**config.mk**
```make
export PLATFORM = sky130hd
export DESIGN_NAME = seven_seg_scan_ctrl
export DESIGN_NICKNAME = d
export VERILOG_FILES = /design/src/rtl/seven_seg_scan_ctrl.sv
export SDC_FILE = /design/constraint.sdc
export NUM_CORES = 1
export LEC_CHECK = 0
export BUFFER_PORTS_ARGS = -buffer_cell sky130_fd_sc_hd__buf_2
export CORE_UTILIZATION = 25
export CTS_CLUSTER_SIZE = 8
export DETAILED_ROUTE_END_ITERATION = 8
export SLEW_MARGIN = 10
export SYNTH_ARGS = -nofsm -noshare
export SYNTH_HDL_FRONTEND = slang
export SYNTH_SLANG_ARGS = --single-unit
```
**constraint.sdc**
```tcl
create_clock -name clk -period 5.5 [get_ports clk]
set_clock_uncertainty 0.2 [all_clocks]
set_input_delay 0.55 -clock clk [delete_from_list [all_inputs] [get_ports clk]]
set_output_delay 0.55 -clock clk [all_outputs]
set_load 0.005 [all_outputs]
```
**src/rtl/seven_seg_scan_ctrl.sv**
```systemverilog
// Scan controller sharing one 3-bit SevenSeg decoder across NUM_DIGITS positions with blanking gaps.
// Optional per-digit dimming is compiled in when SEG_SCAN_DIM_EN is defined (adds the dim port).
module seven_seg_scan_ctrl #(
  parameter int NUM_DIGITS  = 4,
  parameter int DIV         = 16,
  parameter int BLANK_TICKS = 1,
  parameter int SHOW_TICKS  = 4
) (
  input  logic                    clk,
  input  logic                    rst_n,
  input  logic                    en,
`ifdef SEG_SCAN_DIM_EN
  input  logic [1:0]              dim,
`endif
  input  logic                    load_valid,
  input  logic [3*NUM_DIGITS-1:0] load_data,
  output logic                    load_ready,
  output logic [2:0]              code,
  output logic [NUM_DIGITS-1:0]   digit_sel,
  output logic                    blank,
  output logic                    frame_done
);

  localparam int PW   = (DIV > 1) ? $clog2(DIV) : 1;
  localparam int TMAX = (BLANK_TICKS > SHOW_TICKS) ? BLANK_TICKS : SHOW_TICKS;
  localparam int TW   = $clog2(TMAX);
  localparam int IW   = $clog2(NUM_DIGITS);
  localparam int FW   = 3 * NUM_DIGITS;

  // IDLE: dark, prescaler held | BLANK: code settles, digits off | SHOW: digit idx lit
  typedef enum logic [1:0] {S_IDLE, S_BLANK, S_SHOW} state_t;

  state_t          state_q, state_d;
  logic [PW-1:0]   presc_q, presc_d;
  logic [TW-1:0]   tcnt_q, tcnt_d;
  logic [IW-1:0]   idx_q, idx_d;
  logic [FW-1:0]   active_q, active_d;
  logic [FW-1:0]   shadow_q, shadow_d;
  logic            pending_q, pending_d;
  logic            fdone_q, fdone_d;
  logic            tick;
  logic            boundary;
  logic            lit;
  logic [2:0]      code_cur;
`ifdef SEG_SCAN_DIM_EN
  logic [1:0]      dim_q, dim_d;
  int              dim_eff;
`endif

  always_ff @(posedge clk) begin
    if (!rst_n) begin
      state_q   <= S_IDLE;
      presc_q   <= '0;
      tcnt_q    <= '0;
      idx_q     <= '0;
      active_q  <= '0;
      shadow_q  <= '0;
      pending_q <= 1'b0;
      fdone_q   <= 1'b0;
`ifdef SEG_SCAN_DIM_EN
      dim_q     <= '0;
`endif
    end else begin
      state_q   <= state_d;
      presc_q   <= presc_d;
      tcnt_q    <= tcnt_d;
      idx_q     <= idx_d;
      active_q  <= active_d;
      shadow_q  <= shadow_d;
      pending_q <= pending_d;
      fdone_q   <= fdone_d;
`ifdef SEG_SCAN_DIM_EN
      dim_q     <= dim_d;
`endif
    end
  end

  always_comb begin
    state_d   = state_q;
    tcnt_d    = tcnt_q;
    idx_d     = idx_q;
    active_d  = active_q;
    shadow_d  = shadow_q;
    pending_d = pending_q;
    boundary  = 1'b0;
    tick      = 1'b0;
    presc_d   = '0;
`ifdef SEG_SCAN_DIM_EN
    dim_d     = dim_q;
`endif
    if (state_q != S_IDLE && en) begin
      tick    = (presc_q == PW'(DIV - 1));
      presc_d = tick ? '0 : presc_q + 1'b1;
    end

    case (state_q)
      S_IDLE: begin
        tcnt_d = '0;
        idx_d  = '0;
        if (en) state_d = S_BLANK;
      end
      S_BLANK: begin
        if (!en) begin
          state_d = S_IDLE;
          tcnt_d  = '0;
          idx_d   = '0;
        end else if (tick) begin
          if (tcnt_q == TW'(BLANK_TICKS - 1)) begin
            state_d = S_SHOW;
            tcnt_d  = '0;
`ifdef SEG_SCAN_DIM_EN
            dim_d   = dim;
`endif
          end else begin
            tcnt_d = tcnt_q + 1'b1;
          end
        end
      end
      S_SHOW: begin
        if (!en) begin
          state_d = S_IDLE;
          tcnt_d  = '0;
          idx_d   = '0;
        end else if (tick) begin
          if (tcnt_q == TW'(SHOW_TICKS - 1)) begin
            state_d = S_BLANK;
            tcnt_d  = '0;
            if (idx_q == IW'(NUM_DIGITS - 1)) begin
              idx_d    = '0;
              boundary = 1'b1;
            end else begin
              idx_d = idx_q + 1'b1;
            end
          end else begin
            tcnt_d = tcnt_q + 1'b1;
          end
        end
      end
      default: state_d = S_IDLE;
    endcase

    // A swap needs pending set before this edge, so a load landing on the boundary waits a frame.
    if (pending_q && (boundary || state_q == S_IDLE)) begin
      active_d  = shadow_q;
      pending_d = 1'b0;
    end else if (load_valid && !pending_q) begin
      shadow_d  = load_data;
      pending_d = 1'b1;
    end
    fdone_d = boundary;
  end

`ifdef SEG_SCAN_DIM_EN
  always_comb begin
    dim_eff = (int'(dim_q) < SHOW_TICKS - 1) ? int'(dim_q) : SHOW_TICKS - 1;
    lit     = (state_q == S_SHOW) && (int'(tcnt_q) < SHOW_TICKS - dim_eff);
  end
`else
  assign lit = (state_q == S_SHOW);
`endif

  always_comb begin
    code_cur  = '0;
    digit_sel = '0;
    for (int i = 0; i < NUM_DIGITS; i++) begin
      if (idx_q == IW'(i)) begin
        code_cur     = active_q[3*i +: 3];
        digit_sel[i] = lit;
      end
    end
  end

  assign code       = (state_q == S_IDLE) ? 3'b000 : code_cur;
  assign blank      = ~lit;
  assign frame_done = fdone_q;
  assign load_ready = ~pending_q;

endmodule

```
==> results by group <==
Timing
  • Fmax: 396.4 MHz
  • Max Slew Vio Count: 0
  • Final setup vio count: 0
  • Post-layout min period: 2.523 ns
  • Final setup TNS: 0 ns
  • RSZ-0062 raised after global routing: no
  • Fin. Hold Viols: 0
  • Slew headroom: 34.05%
  • Worst-margin pin slew: 0.9882 ns
  • Fin crit share: 45.86%

Cells and area
  • Share of cells above drive strength 1: 16.60%
  • Area Overhead vs Synth: 16.81%
  • Fin cells: 331
  • Commonest non-fill, non-tap cell in the layout: dfxtp_1
  • Final instance area: 2052 sq um
  • Ant. Diodes: 0
  • Net count, final: 262
  • Commonest cells after routing, fill and taps aside: dfxtp_1, nand2_1, a21oi_1

Die
  • Chip width: 85.83 um
  • Die height: 85.83 um
  • Starting Density: 25.86%
  • Row count: 30
  • I/O Pins: 26
  • Die area: 7366 sq um
  • Core ar.: 6794 sq um

Power and ir drop
  • Worst vdd ir: 85.47 uV
  • Power Density: 280.9 nW/um^2
  • Lkg Pwr: 0.7833 nW
  • Overall Power: 0.0005763 W

Hold path
  • Worst min path class: reg -> reg
  • Hold Path End: active_q[10]
  • Hold path cells: 2
  • Hold Path Origin: shadow_q[10]

Global routing
  • Vias in the first global route: 1363
  • Largest net degree at the start of global routing: 33
  • Antenna violations before repair: 0
  • Total track usage: 11.09%
  • First-pass GRT wire length: 6.382 mm
  • Total grt overflow: 0

Setup path
  • R2R Path End: active_q[8]
  • Reg-to-Reg Start: state_q[0]
  • CP max stage cell: dfxtp_1
  • Worst EP arrival: 1.77 ns
  • Levels on crit path: 7
  • Cells on worst reg2reg path: 6
  • Critical path class: reg -> out
  • Reg-to-reg slack, setup: 3.11 ns
  • CP peak stage delay: 0.38 ns
  • Critical path's most frequent cell: a21oi_1
  • Crit-path cells: inv_1 -> ha_1 -> nand3b_1 -> a21oi_1 -> a21oi_1 -> o31ai_1 -> buf_2
  • Worst endpoint required time: 4.75 ns
  • Delay-heaviest family, CP: compound AO/OA/AOI/OAI gates
  • Critical path capture point type: output pin
  • Critical path buffers and inverters: 2
  • CP max FO: 7
  • Worst setup SP type: register

Clock network
  • CTS Hold Bufs: 0
  • CTS Root Cell: clkbuf_8
  • Post-CTS setup repair buffer count: 0
  • Register clock-pin slew on the reported worst setup and hold paths: 0.07 ns
  • CTS H-tree depth: 2
  • Clock sinks: 36
  • Max Root-Sink Buffers: 2
  • Post-CTS resize count: 0
  • CTS tree: done
  • CTS buffer count: 5
  • Worst-Skew Late Latency: 0.29 ns

Routing
  • Drt pass-1 iters: 5
  • Vias: 1460
  • Initial DRC count: 95
  • Drt wl/cell: 11.34 um
  • DRC: 0
  • Post-route ant nets: 0
  • Drt via density: 4.411
  • Drt total wl: 3.752 mm

Place
  • I/O Buffers: 25
  • HPWL after DPL: 2.754 mm
  • Routability cong.: 0.8135
  • Post-DP Area: 1944 sq um
  • Cell count after placement: 323

Yosys
  • Seq cells post-synth: 36
  • Synth Area per Inst: 8.209 sq um
  • Synth Net Count: 242
  • Post-synth EDFFs: 0
  • Seq/Total Area, Yosys: 41.03%
  • Post-synth cell types: 34
  • Main flop type after synthesis: dfxtp_1
  • Syn Inst Count: 214
  • Synth warn: 0
  • Fraction of registers with async set/reset: 0%
  • Mapped Area: 1757 sq um

Run
  • Number of max-cap violations: 0

Outcome
  • Status: complete, no violations
[flip-flops by register name (all words and copies together) (netlist names)]
name,cells
pending_q,1
idx_q,2
state_q,2
shadow_q,12
frame_done,1
active_q,12
tcnt_q,2
presc_q,4
[worst register-to-register path, cell delays in order (launching register included)]
cell     delay [ns]
dfxtp_1        0.38
inv_1          0.09
ha_1           0.33
and4b_1        0.53
a41oi_2        0.37
o21ai_0        0.26
a21oi_1        0.09
[layer usage]
layer	up-vias	GRT usage, %	part of all wire (%)	routed length [um]
met3	7	3.946	4.4	166
met1	654	14.80	53	1978
met5	-	0	0	0
met4	0	4.091	1.5	56
met2	23	16.44	41	1551
li1	776	-	-	-
[worst max-delay path by stage]
| stage | startpoint | to |
|---|---|---|
| 6_report | idx_q[1] | code[2] |
| 4_1_cts | idx_q[1] | code[2] |
| 3_5_place_dp | state_q[0] | active_q[7] |
| 2_1_floorplan | state_q[0] | idx_q[1] |
| 3_3_place_gp | state_q[0] | active_q[7] |
| 5_1_grt | idx_q[1] | code[2] |
[synthesized netlist by cell type, drive strengths merged, types with 2 or more instances]
library cell | n | share of area (%)
nand3 | 15 | 4.3
mux2i | 3 | 1.7
dfxtp | 36 | 41
a32o | 2 | 1.1
clkbuf | 10 | 2.2
a21oi | 33 | 9.4
nand2 | 34 | 7.7
ha | 12 | 8.5
o21ai | 14 | 4.0
nor2 | 12 | 2.6
buf | 2 | 1.1
nand3b | 7 | 3.0
inv | 11 | 2.4
o31ai | 3 | 1.3
and2 | 4 | 1.4
[kinds of logic after synthesis]
kind of cell             after synthesis  share of synthesized area, %
AO/OA/AOI/OAI                         59                         20.30
XOR/XNOR                               2                        0.9973
multiplexers                           3                         1.709
buffers and inverters                 23                         5.627
AND/OR/NAND/NOR                       79                         21.80
adder cells (fa/ha/maj)               12                         8.547
flip-flops                            36                         41.03
[cell type report]
cell class                 count  area, sq um
fill                         741         4742
timing repair buffer          25        125.1
inverter                      11        41.29
tap                           96        120.1
clock inverter                 2        35.03
sequential                    36        720.7
multi-input combinational    155        937.1
clock buffer                   6        72.57
[stage by stage]
step	hold slack (ns)	setup slack, ns	utilization (%)
2_1_floorplan	0.2178	3.550	-
3_3_place_gp	0.2331	3.234	28.62
3_5_place_dp	0.2498	3.132	28.62
4_1_cts	0.2599	2.969	30.20
5_1_grt	0.2734	2.784	30.20
6_report	0.2595	2.977	30.20
[report_power, final]
| group | internal, W | switching (W) | leakage, nW |
|---|---|---|---|
| Combinational | 0.0000256 | 0.0000436 | 0.435 |
| Clock | 0.000135 | 0.0000936 | 0.0552 |
| Sequential | 0.000271 | 0.00000822 | 0.293 |
Power figures use the tool's default switching activity.
